==> config.mk <==
export PLATFORM = sky130hd
export DESIGN_NAME = instr_halfword_assembler_flat
export DESIGN_NICKNAME = d
export VERILOG_FILES = /design/src/rtl/instr_halfword_assembler_pkg.sv /design/src/rtl/instr_halfword_assembler_if.sv /design/src/rtl/instr_halfword_assembler.sv /design/src/flat_wrapper.sv
export SDC_FILE = /design/constraint.sdc
export NUM_CORES = 1
export LEC_CHECK = 0
export ABC_AREA = 1
export CELL_PAD_IN_SITES_DETAIL_PLACEMENT = 1
export CELL_PAD_IN_SITES_GLOBAL_PLACEMENT = 2
export CORE_UTILIZATION = 29
export CTS_BUF_LIST = sky130_fd_sc_hd__clkbuf_16
export CTS_CLUSTER_SIZE = 10
export DETAILED_ROUTE_END_ITERATION = 7
export PLACE_DENSITY = 0.89
export SYNTH_ARGS = -nofsm -noshare
export SYNTH_HDL_FRONTEND = slang
export SYNTH_SLANG_ARGS = --single-unit
==> constraint.sdc <==
create_clock -name clk -period 3.1 [get_ports clk]
set_input_delay 0.465 -clock clk [delete_from_list [all_inputs] [get_ports clk]]
set_output_delay 0.465 -clock clk [all_outputs]
set_load 0.1 [all_outputs]
==> src/rtl/instr_halfword_assembler_pkg.sv <==
// Shared types and encoding helpers for the instruction halfword assembler.
// Holds the halfword/instruction widths, the position of the group field in
// hw0, and the group -> length mapping used to size each instruction.
package instr_halfword_assembler_pkg;

    localparam int HW_WIDTH           = 16;
    localparam int INSTR_MAX_HW       = 3;
    localparam int INSTR_WIDTH        = HW_WIDTH * INSTR_MAX_HW;
    localparam int HW0_ENC_GROUP_HIGH = 15;
    localparam int HW0_ENC_GROUP_LOW  = 14;

    typedef logic [HW_WIDTH-1:0]    hw_t;
    typedef logic [INSTR_WIDTH-1:0] instr_t;
    typedef logic [1:0]             instr_len_t;

    typedef enum logic [1:0] {
        GROUP_0 = 2'd0,
        GROUP_1 = 2'd1,
        GROUP_2 = 2'd2,
        GROUP_3 = 2'd3
    } instr_group_t;

    // Every group encoding is legal, so the mapping is total.
    function automatic instr_len_t instr_len_from_group(instr_group_t group);
        instr_len_t len;
        case (group)
            GROUP_0: len = 2'd1;
            GROUP_1: len = 2'd2;
            GROUP_2: len = 2'd2;
            GROUP_3: len = 2'd3;
            default: len = 2'd1;
        endcase
        return len;
    endfunction

endpackage

==> src/rtl/instr_halfword_assembler_if.sv <==
// Bus between instruction memory / decoder and the halfword assembler.
// Carries the redirect (flush, flush_pc), the halfword input handshake
// (in_hw, in_valid, in_ready) and the assembled instruction output handshake
// (out_instr, out_len, out_pc, out_valid, out_ready).
//   master : the surrounding fetch environment (drives halfwords, consumes out_*)
//   slave  : the assembler itself
interface instr_halfword_assembler_if #(
    parameter int ADDR_WIDTH = 32
);
    import instr_halfword_assembler_pkg::*;

    logic                  flush;
    logic [ADDR_WIDTH-1:0] flush_pc;
    hw_t                   in_hw;
    logic                  in_valid;
    logic                  in_ready;
    instr_t                out_instr;
    instr_len_t            out_len;
    logic [ADDR_WIDTH-1:0] out_pc;
    logic                  out_valid;
    logic                  out_ready;

    modport master (
        output flush, flush_pc, in_hw, in_valid, out_ready,
        input  in_ready, out_instr, out_len, out_pc, out_valid
    );

    modport slave (
        input  flush, flush_pc, in_hw, in_valid, out_ready,
        output in_ready, out_instr, out_len, out_pc, out_valid
    );

endinterface

==> src/rtl/instr_halfword_assembler.sv <==
// Instruction halfword assembler: gathers 16-bit halfwords into one
// variable-length instruction (1..3 halfwords, length from the hw0 group
// field) and presents it zero-filled as {hw0,hw1,hw2} with its PC and length.
// Ports:
//   clk  - single clock, all state on rising edge
//   rst  - synchronous active-high reset
//   bus  - slave side of instr_halfword_assembler_if (flush/redirect,
//          halfword input handshake, instruction output handshake)
module instr_halfword_assembler
    import instr_halfword_assembler_pkg::*;
#(
    parameter int                    ADDR_WIDTH = 32,
    parameter logic [ADDR_WIDTH-1:0] RESET_PC   = '0
) (
    input  logic                        clk,
    input  logic                        rst,
    instr_halfword_assembler_if.slave   bus
);

    hw_t                   hw_buf_q [INSTR_MAX_HW];
    hw_t                   hw_buf_d [INSTR_MAX_HW];
    logic [1:0]            cnt_q,       cnt_d;
    logic [ADDR_WIDTH-1:0] cur_pc_q,    cur_pc_d;
    instr_t                out_instr_q, out_instr_d;
    instr_len_t            out_len_q,   out_len_d;
    logic [ADDR_WIDTH-1:0] out_pc_q,    out_pc_d;
    logic                  out_valid_q, out_valid_d;

    instr_group_t group;
    instr_len_t   need;
    logic         complete;
    logic         xfer;
    logic         in_ready;
    logic         accept;

    // Length is only ever derived from the halfword sitting in slot 0.
    assign group    = instr_group_t'(hw_buf_q[0][HW0_ENC_GROUP_HIGH:HW0_ENC_GROUP_LOW]);
    assign need     = instr_len_from_group(group);
    assign complete = (cnt_q != 2'd0) && (cnt_q == need);
    assign xfer     = complete && (!out_valid_q || bus.out_ready);
    // Combinational through out_ready on purpose: a draining output frees the
    // buffer in the same cycle, which is what sustains one halfword per cycle.
    assign in_ready = !bus.flush && (!complete || xfer);
    assign accept   = bus.in_valid && in_ready;

    always_comb begin
        hw_buf_d    = hw_buf_q;
        cnt_d       = cnt_q;
        cur_pc_d    = cur_pc_q;
        out_instr_d = out_instr_q;
        out_len_d   = out_len_q;
        out_pc_d    = out_pc_q;
        out_valid_d = out_valid_q;

        if (bus.flush) begin
            cnt_d       = 2'd0;
            out_valid_d = 1'b0;
            cur_pc_d    = bus.flush_pc;
        end else begin
            if (xfer) begin
                for (int i = 0; i < INSTR_MAX_HW; i++) begin
                    out_instr_d[(INSTR_MAX_HW-1-i)*HW_WIDTH +: HW_WIDTH] =
                        (i < int'(need)) ? hw_buf_q[i] : '0;
                end
                out_len_d   = need;
                out_pc_d    = cur_pc_q;
                out_valid_d = 1'b1;
                cur_pc_d    = cur_pc_q + {{(ADDR_WIDTH-3){1'b0}}, need, 1'b0};
                cnt_d       = 2'd0;
            end else if (out_valid_q && bus.out_ready) begin
                out_valid_d = 1'b0;
            end

            if (accept) begin
                if (xfer) begin
                    hw_buf_d[0] = bus.in_hw;
                    cnt_d       = 2'd1;
                end else begin
                    case (cnt_q)
                        2'd0:    hw_buf_d[0] = bus.in_hw;
                        2'd1:    hw_buf_d[1] = bus.in_hw;
                        default: hw_buf_d[2] = bus.in_hw;
                    endcase
                    cnt_d = cnt_q + 2'd1;
                end
            end
        end
    end

    always_ff @(posedge clk) begin
        if (rst) begin
            hw_buf_q    <= '{default: '0};
            cnt_q       <= 2'd0;
            cur_pc_q    <= RESET_PC;
            out_instr_q <= '0;
            out_len_q   <= '0;
            out_pc_q    <= '0;
            out_valid_q <= 1'b0;
        end else begin
            hw_buf_q    <= hw_buf_d;
            cnt_q       <= cnt_d;
            cur_pc_q    <= cur_pc_d;
            out_instr_q <= out_instr_d;
            out_len_q   <= out_len_d;
            out_pc_q    <= out_pc_d;
            out_valid_q <= out_valid_d;
        end
    end

    assign bus.in_ready  = in_ready;
    assign bus.out_instr = out_instr_q;
    assign bus.out_len   = out_len_q;
    assign bus.out_pc    = out_pc_q;
    assign bus.out_valid = out_valid_q;

endmodule

==> src/flat_wrapper.sv <==
// flat-port wrapper written by rule: the top's interface ports become plain ports
module instr_halfword_assembler_flat import instr_halfword_assembler_pkg::*;
#(
    parameter int                    ADDR_WIDTH = 32,
    parameter logic [ADDR_WIDTH-1:0] RESET_PC   = '0
)
  (clk, rst, bus_flush, bus_flush_pc, bus_in_hw, bus_in_valid, bus_out_ready, bus_in_ready, bus_out_instr, bus_out_len, bus_out_pc, bus_out_valid);
  instr_halfword_assembler_if #(.ADDR_WIDTH(ADDR_WIDTH)) bus_i ();
  input  logic clk;
  input  logic rst;
  input wire logic [$bits(bus_i.flush)-1:0] bus_flush;
  input wire logic [$bits(bus_i.flush_pc)-1:0] bus_flush_pc;
  input wire logic [$bits(bus_i.in_hw)-1:0] bus_in_hw;
  input wire logic [$bits(bus_i.in_valid)-1:0] bus_in_valid;
  input wire logic [$bits(bus_i.out_ready)-1:0] bus_out_ready;
  output wire logic [$bits(bus_i.in_ready)-1:0] bus_in_ready;
  output wire logic [$bits(bus_i.out_instr)-1:0] bus_out_instr;
  output wire logic [$bits(bus_i.out_len)-1:0] bus_out_len;
  output wire logic [$bits(bus_i.out_pc)-1:0] bus_out_pc;
  output wire logic [$bits(bus_i.out_valid)-1:0] bus_out_valid;
  assign bus_i.flush = bus_flush;
  assign bus_i.flush_pc = bus_flush_pc;
  assign bus_i.in_hw = bus_in_hw;
  assign bus_i.in_valid = bus_in_valid;
  assign bus_i.out_ready = bus_out_ready;
  assign bus_in_ready = bus_i.in_ready;
  assign bus_out_instr = bus_i.out_instr;
  assign bus_out_len = bus_i.out_len;
  assign bus_out_pc = bus_i.out_pc;
  assign bus_out_valid = bus_i.out_valid;
  instr_halfword_assembler #(.ADDR_WIDTH(ADDR_WIDTH), .RESET_PC(RESET_PC)) u_core (.clk(clk), .rst(rst), .bus(bus_i));
endmodule
==> results.txt, run 1 <==
clock-pin slew of the registers on the worst-case setup and hold paths = 0.07 ns
FF-to-FF End = u_core.cur_pc_q[27]
crit-path max FO = 6
largest net degree at the start of global routing = 88
drt initial violations = 357
r2r setup slk = 0.33 ns
vias in the first global route = 6795
Yosys top cell area share = 46.2%
RSZ-0062 raised after global routing = false
grt ovf = 0
CTS resizes = 0
first-pass GRT wire length = 37000 µm
final setup fails = 0
Post-Syn Area = 7150 µm²
Core Rows = 57
syn_nets = 1077
clock period minus worst slack = 2.77 ns
Vias = 6811
crit share post-route = 89.5%
area grow syn2layout = 28.6%
Max-Cap Viols = 0
WS Path Type = flop to flop
cells after synthesis = 1017
final instance area = 9190 µm²
CP Launch Point = u_core.group[0]
Max-slew headroom = 46.1%
most common cell after layout, fill and taps aside = nand2_1
Initial Util = 29.5%
initial antenna violation count = 0
met2 wire length = 10000 µm
Worst path depth = 14
Post-Route WL = 23000 µm
ANT cells = 0
leakage power = 0.00364 µW
chip height = 159 µm
mean area per synthesized cell = 7.03 µm²
Total Nets Final = 1187
# port buffers = 136
routability-driven placement congestion ratio = 0.813
Buffers & Inverters on Critical Path = 3
setup TNS = 0 ns
top post-synthesis cells by area = dfxtp_1 (46%), nand2_1 (13%), a21oi_1 (8.3%)
Power Density = 533 nW/µm²
Yosys top cell by area = dfxtp_1
Top Family by Delay on Critical Path = simple AND/OR/NAND/NOR gates
WP data required = 3.39 ns
r2r worst-path depth = 14
crit start category = flop
post-layout util = 37.9%
Inst Count DP = 1432
Netlist cell types = 31
endpoint class of the critical path = flop
post-route ant nets = 0
hold_buf cts = 0
hold_ws = 0.450 ns
Post-Route M1 WL = 11900 µm
outcome = finished, final reports clean
worst hold stages = 2
crit-path max cell delay = 0.40 ns
GRT Resource Usage Total = 18.4%
Sink Count = 165
slowest cell on the critical path = fa_1
Die Width = 159 µm
Routed wire per std cell = 15.7 µm
reg2reg start = u_core.group[0]
Num CTS Buffers = 17
clock latency at the later pin of the worst-skew pair = 0.43 ns
Die Area = 25300 µm²
met3 routed wirelength = 826 µm
Remaining DRCs = 0
Detailed Place HPWL = 16300 µm
core area = 24200 µm²
Clock Skews = 0.00735 ns
worst hold path class = flop to flop
# Post-CTS Setup Buffers = 0
crit path to = u_core.cur_pc_q[27]
fraction of layout cells with a size suffix above 1 = 12.7%
Worst Hold Launch = u_core.hw_buf_q[17]
Peak supply drop = 0.290 mV
Max Fclk = 0.360 GHz
io pins = 137
register area share after synthesis = 46.2%
Placed Area = 8570 µm²
vias per cell = 4.66
most frequent cells in the layout = nand2_1 (254), dfxtp_1 (165), nor2_1 (126)
Seq cells post-synth = 165
critical path arrival = 3.06 ns
crit-path cells = inv_1 -> ha_1 -> inv_1 -> ha_1 -> inv_1 -> fa_1 -> nor2_2 -> nand2_1 -> nor2_1 -> nand4_1 -> nand2_1 -> nand2_1 -> nor2_1 -> nor2_1
uppermost layer routed = met4
Slew Limit Fails = 0
Final Hold Viols = 0
warnings from Yosys = 0
CTS tree = done
fin cells = 1463
clock tree buffer depth = 2
Worst-Margin Slew = 0.809 ns
CTS H-tree depth = 4
First-pass DRT Iterations = 4
Root Buffer = clkbuf_16
cells in the mapped netlist (all sizes together):
cell type / instances
fa: 1
and2: 1
dfxtp: 165
nand3b: 1
clkbuf: 27
nor2: 132
nor3: 36
a31oi: 5
xor2: 10
nand4: 4
buf: 29
o21ai: 79
or2: 1
a21oi: 118
inv: 84
nand2: 256
xnor2: 1
nand3: 60
ha: 6
a211oi: 1
how the worst min path moves through the flow:
stage	slack, ns	end
6_report	0.45	u_core.hw_buf_q[17]
5_1_grt	0.46	u_core.bus.out_instr[15]
4_1_cts	0.45	u_core.bus.out_instr[15]
3_5_place_dp	0.44	u_core.hw_buf_q[19]
3_3_place_gp	0.44	u_core.hw_buf_q[22]
2_1_floorplan	0.42	u_core.hw_buf_q[16]
state kept, by name, indices dropped and copies added (netlist names):
register              flops
u_core.bus.out_instr     48
u_core.bus.out_len        2
u_core.bus.out_pc        32
u_core.bus.out_valid      1
u_core.cnt_q              2
u_core.cur_pc_q          32
u_core.group              2
u_core.hw_buf_q          46
power by group:
| group | internal (µW) | total, µW | switching [µW] |
|---|---|---|---|
| registers | 2170 | 2220 | 51.0 |
| clock network | 1290 | 2250 | 959 |
| logic | 148 | 421 | 273 |
| total | 3610 | 4900 | 1280 |
cell type report:
| type | instances | area, µm² |
|---|---|---|
| clock buffers | 17 | 425 |
| clock inverters | 14 | 196 |
| fillers | 3020 | 15100 |
| inverters | 84 | 315 |
| multi-input cells | 712 | 3280 |
| flip-flops and latches | 165 | 3300 |
| well taps | 324 | 405 |
| repair buffers | 147 | 1270 |
kinds of logic after synthesis:
logic type / share of synthesized area [%]
XOR/XNOR: 1.35
AND/OR/NAND/NOR: 28.8
buffers and inverters: 7.95
flip-flops: 46.2
adder cells (fa/ha/maj): 1.33
AO/OA/AOI/OAI: 14.3
stage by stage:
| stage | power (µW) | setup slack, ns |
|---|---|---|
| 3_5_place_dp | 2700 | 0.352 |
| 3_3_place_gp | 2690 | 0.485 |
| 5_1_grt | 5070 | 0.0876 |
| 4_1_cts | 4940 | 0.348 |
| 2_1_floorplan | 2510 | 0.800 |
| 6_report | 4900 | 0.326 |
routing by layer:
layer  up-vias  track usage [%]
li1       3497                -
met1      3195             26.3
met2       101             28.3
met3        18             3.52
met4         0             4.98
met5         -                0
worst reg2reg max path: cells and delay by family, from the launching register on:
family | cells | cell delay [ns]
simple gates | 8 | 1.14
buf+inv | 3 | 0.20
fa+ha+maj | 3 | 0.91
flops | 1 | 0.39
No activity file was read; power rests on OpenSTA's default activity.
==> run 2: changes to the inputs <==
- PLACE_DENSITY: 0.89 -> unset
- PLACE_DENSITY_LB_ADDON: unset -> 0.1
- TNS_END_PERCENT: unset -> 1
==> results.txt, run 2 (synthesis results as in run 1) <==
Die Width = 159 µm (unchanged)
core area = 24200 µm² (unchanged)
WS Path Type = flop to flop (unchanged)
clock latency at the later pin of the worst-skew pair = 0.43 ns (about the same)
final instance area = 9160 µm² (was 9190 µm²)
grt ovf = 0 (unchanged)
max reg flops = 48 (unchanged)
vias in the first global route = 6459 (was 6795)
Worst Hold Launch = u_core.hw_buf_q[16] (was u_core.hw_buf_q[17])
most frequent cells in the layout = nand2_1 (254), dfxtp_1 (165), nor2_1 (126) (unchanged)
area grow syn2layout = 28.2% (was 28.6%)
Max Fclk = 0.365 GHz (was 0.360 GHz)
RSZ-0062 raised after global routing = false (unchanged)
hold_buf cts = 0 (unchanged)
Placed Area = 8570 µm² (about the same)
clock period minus worst slack = 2.74 ns (was 2.77 ns)
first-pass GRT wire length = 37400 µm (was 37000 µm)
Vias = 6672 (was 6811)
crit start category = flop (unchanged)
crit-path cells = inv_1 -> ha_1 -> inv_1 -> ha_1 -> inv_1 -> fa_1 -> nor2_2 -> nand2_1 -> nor2_1 -> nand4_1 -> nand2_1 -> nand2_1 -> nor2_1 -> nor2_1 (unchanged)
Remaining DRCs = 0 (unchanged)
Clock Skews = 0.0153 ns (was 0.00735 ns)
Die Area = 25300 µm² (unchanged)
Num CTS Buffers = 17 (unchanged)
worst hold path class = flop to flop (unchanged)
Routed wire per std cell = 16.1 µm (was 15.7 µm)
most common cell after layout, fill and taps aside = nand2_1 (unchanged)
Power Density = 525 nW/µm² (was 533 nW/µm²)
CTS H-tree depth = 4 (unchanged)
fraction of layout cells with a size suffix above 1 = 13.0% (was 12.7%)
total power draw = 4810 µW (was 4900 µW)
Post-Route WL = 23600 µm (was 23000 µm)
routability-driven placement congestion ratio = 0.837 (was 0.813)
leakage power = 0.00363 µW (was 0.00364 µW)
final setup fails = 0 (unchanged)
# port buffers = 136 (unchanged)
initial antenna violation count = 0 (unchanged)
ANT cells = 0 (unchanged)
CP Launch Point = u_core.group[0] (unchanged)
vias per cell = 4.54 (was 4.66)
Worst-Margin Slew = 0.669 ns (was 0.809 ns)
setup TNS = 0 ns (unchanged)
Max-Cap Viols = 0 (unchanged)
First-pass DRT Iterations = 4 (unchanged)
critical path arrival = 3.05 ns (was 3.06 ns)
Root Buffer = clkbuf_16 (unchanged)
Max-slew headroom = 55.4% (was 46.1%)
Total Nets Final = 1191 (was 1187)
Detailed Place HPWL = 16700 µm (was 16300 µm)
Initial Util = 29.5% (unchanged)
crit share post-route = 88.4% (was 89.5%)
CTS tree = done (unchanged)
GRT Resource Usage Total = 18.8% (was 18.4%)
crit-path max cell delay = 0.41 ns (was 0.40 ns)
Final Hold Viols = 0 (unchanged)
slowest cell on the critical path = fa_1 (unchanged)
Peak supply drop = 0.322 mV (was 0.290 mV)
crit-path max FO = 6 (unchanged)
largest net degree at the start of global routing = 53 (was 88)
Core Rows = 57 (unchanged)
outcome = finished, final reports clean (unchanged)
WP data required = 3.40 ns (was 3.39 ns)
clock-pin slew of the registers on the worst-case setup and hold paths = 0.07 ns (about the same)
post-route ant nets = 0 (unchanged)
Sink Count = 165 (unchanged)
hold_ws = 0.448 ns (was 0.450 ns)
endpoint class of the critical path = flop (unchanged)
# Post-CTS Setup Buffers = 0 (unchanged)
clock tree buffer depth = 2 (unchanged)
drt initial violations = 309 (was 357)
reg2reg start = u_core.group[0] (unchanged)
io pins = 137 (unchanged)
Slew Limit Fails = 0 (unchanged)
CTS resizes = 0 (unchanged)
chip height = 159 µm (unchanged)
[run 2: changes by cell type in the layout (fill, tap and decap cells not counted)]
cell and change:
inv_6 +1, clkinv_4 -3, bufinv_16 -2, inv_8 +2, inv_1 +1, buf_12 -2, buf_4 +6, clkinv_2 -1
clkinvlp_4 +3
[run 2: worst max-delay path, delay by kind of cell (launching register included)]
family	cells	cell delay, ns
DFF	1	0.37
buffers and inverters	3	0.19
and+or+nand+nor	8	1.11
adders and majority gates	3	0.92
[run 2: area by class of cell]
cell class                 count  area, µm²
sequential                   165       3300
tap                          324        405
clock inverter                15        163
timing repair buffer         151       1270
clock buffer                  17        425
fill                        3044      15100
multi-input combinational    712       3280
inverter                      84        315
[run 2: per-layer routing]
metal	vias up	track usage [%]	share of wire, %
met5	-	0	0
met4	0	4.98	0.96
met3	13	2.63	3.1
met2	122	25.9	39
met1	3027	29.9	57
li1	3510	-	-
[run 2: per-stage QoR]
stage,util [%],instances,setup WS (ns)
5_1_grt,37.8,1468,0.109
4_1_cts,37.8,1468,0.345
6_report,37.8,1468,0.358
3_3_place_gp,35.4,1436,0.453
3_5_place_dp,35.4,1436,0.350
2_1_floorplan,-,1017,0.800
[run 2: final timing paths]
check,cells past startpoint,slack [ns],endpoint
max,14,0.36,u_core.cur_pc_q[27]
min reg2reg,2,0.45,u_core.hw_buf_q[16]
max reg2reg,14,0.36,u_core.cur_pc_q[27]
min,2,0.45,u_core.hw_buf_q[16]
[run 2: power breakdown]
group	switching [µW]	leakage, µW	internal, µW	total [µW]
sequential	52.6	0.00134	2170	2230
combinational	274	0.00201	148	422
clock	1020	0.000280	1150	2160
==> run 3: changes to the inputs <==
- CORE_MARGIN: unset -> 1
- RECOVER_POWER: unset -> 100
==> results.txt, run 3 (synthesis results as in run 1) <==
WS Path Type = flop to flop (unchanged)
Routed wire per std cell = 16.1 µm (about the same)
worst hold path class = flop to flop (unchanged)
most used cell, CP = nor2_1
endpoint class of the critical path = flop (unchanged)
first-pass GRT wire length = 37400 µm (unchanged)
Final Worst Setup Slack = 0.344 ns (was 0.358 ns)
chip height = 159 µm (unchanged)
vias in the first global route = 6459 (unchanged)
Final Hold Viols = 0 (unchanged)
clock period minus worst slack = 2.76 ns (was 2.74 ns)
clock tree buffer depth = 2 (unchanged)
crit-path cells = inv_1 -> ha_1 -> nor2_1 -> nor2_4 -> nand4_1 -> clkbuf_1 -> nor2_1 -> nand2_1 -> nand2_1 -> nor2_1 -> nor2_1 (was inv_1 -> ha_1 -> inv_1 -> ha_1 -> inv_1 -> fa_1 -> nor2_2 -> nand2_1 -> nor2_1 -> nand4_1 -> nand2_1 -> nand2_1 -> nor2_1 -> nor2_1)
WP data required = 3.39 ns (was 3.40 ns)
# port buffers = 136 (unchanged)
# Post-CTS Setup Buffers = 0 (unchanged)
Post-Route WL = 23600 µm (about the same)
Clock Skews = 0.0158 ns (was 0.0153 ns)
Core Rows = 57 (unchanged)
Logic pwr share = 8.6% (was 8.8%)
routability-driven placement congestion ratio = 0.837 (unchanged)
Die Width = 159 µm (unchanged)
Placement Setup Slack = 0.350 ns (unchanged)
crit-path max FO = 21 (was 6)
vias per cell = 4.54 (about the same)
Internal = 3460 µW (was 3470 µW)
CTS resizes = 0 (unchanged)
clock-pin slew of the registers on the worst-case setup and hold paths = 0.07 ns (about the same)
crit-path max cell delay = 0.79 ns (was 0.41 ns)
grt ovf = 0 (unchanged)
Max-Cap Viols = 1 (was 0)
most frequent cells in the layout = nand2_1 (254), dfxtp_1 (165), nor2_1 (127) (was nand2_1 (254), dfxtp_1 (165), nor2_1 (126))
crit share post-route = 88.9% (was 88.4%)
CTS H-tree depth = 4 (unchanged)
leakage power = 0.00326 µW (was 0.00363 µW)
setup TNS = 0 ns (unchanged)
RSZ-0062 raised after global routing = false (unchanged)
GRT Resource Usage Total = 18.8% (unchanged)
First-pass DRT Iterations = 4 (unchanged)
outcome = finished, violations left (was finished, final reports clean)
area grow syn2layout = 23.2% (was 28.2%)
Die Area = 25300 µm² (unchanged)
fraction of layout cells with a size suffix above 1 = 5.07% (was 13.0%)
crit start category = flop (unchanged)
max reg flops = 48 (unchanged)
Sw Share = 27.9% (about the same)
Max-slew headroom = -0.747% (was 55.4%)
Detailed Place HPWL = 16700 µm (unchanged)
Clock Power Share = 45.0% (about the same)
CTS tree = done (unchanged)
Slew Limit Fails = 34 (was 0)
Max Fclk = 0.363 GHz (was 0.365 GHz)
critical path arrival = 3.05 ns (about the same)
post-route ant nets = 0 (unchanged)
slowest cell on the critical path = clkbuf_1 (was fa_1)
Worst-Margin Slew = 1.51 ns (was 0.669 ns)
drt initial violations = 295 (was 309)
Power Density = 545 nW/µm² (was 525 nW/µm²)
Total Nets Final = 1191 (unchanged)
failing checks = capacitance limit, slew limit
core area = 24200 µm² (unchanged)
Initial Util = 29.5% (unchanged)
Sink Count = 165 (unchanged)
largest net degree at the start of global routing = 53 (unchanged)
Remaining DRCs = 0 (unchanged)
Root Buffer = clkbuf_16 (unchanged)
hold_buf cts = 0 (unchanged)
Sw Pwr = 1340 µW (about the same)
most common cell after layout, fill and taps aside = nand2_1 (unchanged)
multi-input combinational cell area = 3240 µm² (was 3280 µm²)
initial antenna violation count = 0 (unchanged)
ANT cells = 0 (unchanged)
Seq pwr share = 46.4% (was 46.3%)
Num CTS Buffers = 17 (unchanged)
Peak supply drop = 0.318 mV (was 0.322 mV)
io pins = 137 (unchanged)
Fill cells = 3069 (was 3044)
final setup fails = 0 (unchanged)
Register Area = 3300 µm² (unchanged)
clock latency at the later pin of the worst-skew pair = 0.44 ns (was 0.43 ns)
Vias = 6671 (was 6672)
-- run 3: cell types whose count changed in the layout (fill, tap and decap cells not counted), moves of 2 or more --
cell,change
inv_2,-2
nand3_2,-2
clkbuf_1,+85
clkbuf_2,+3
nand3_1,+2
buf_4,-88
-- run 3: power by group through the flow --
stage                     registers, µW  logic (µW)  clock network (µW)
final                              2230         412                2160
after global routing               2230         461                2320
after CTS                          2230         429                2230
after detailed placement           2270         427                   0
after global placement             2270         424                   0
after floorplan                    2290         225                   0
-- run 3: per-stage QoR --
stage / utilization (%) / hold slack [ns] / power [µW] / area, µm² / cells
6_report: 36.3 / 0.447 / 4800 / 8800 / 1468
5_1_grt: 36.3 / 0.464 / 5010 / 8800 / 1468
4_1_cts: 37.8 / 0.447 / 4880 / 9160 / 1468
3_5_place_dp: 35.4 / 0.437 / 2700 / 8570 / 1436
3_3_place_gp: 35.4 / 0.434 / 2700 / 8570 / 1436
2_1_floorplan: - / 0.423 / 2510 / 7150 / 1017
-- run 3: layer usage --
metal / vias to the layer above / wire length, µm / global-route usage (%) / share of wire (%)
li1: 3513 / - / - / -
met1: 3011 / 13400 / 29.9 / 57
met2: 131 / 9120 / 25.9 / 39
met3: 16 / 872 / 2.63 / 3.7
met4: 0 / 261 / 4.98 / 1.1
met5: - / 0 / 0 / 0
-- run 3: cell type report --
class	instances	share of cell area (%)
sequential	165	37.5
multi-input combinational	712	36.8
timing repair buffer	151	10.8
clock buffer	17	4.83
tap	324	4.61
inverter	84	3.58
clock inverter	15	1.85
-- run 3: worst max-delay path: cells and delay by family, from the launching register on --
| kind | cells | cell delay (ns) |
|---|---|---|
| and+or+nand+nor | 8 | 1.03 |
| adders and majority gates | 1 | 0.36 |
| buffers and inverters | 2 | 0.85 |
| DFF | 1 | 0.38 |
-- run 3: final timing paths --
check | from | to | slack, ns | depth (start not counted)
setup / recovery | u_core.group[0] | u_core.cur_pc_q[29] | 0.34 | 11
hold reg to reg | u_core.hw_buf_q[17] | u_core.hw_buf_q[17] | 0.45 | 2
setup reg to reg | u_core.group[0] | u_core.cur_pc_q[29] | 0.34 | 11
hold / removal | u_core.hw_buf_q[17] | u_core.hw_buf_q[17] | 0.45 | 2
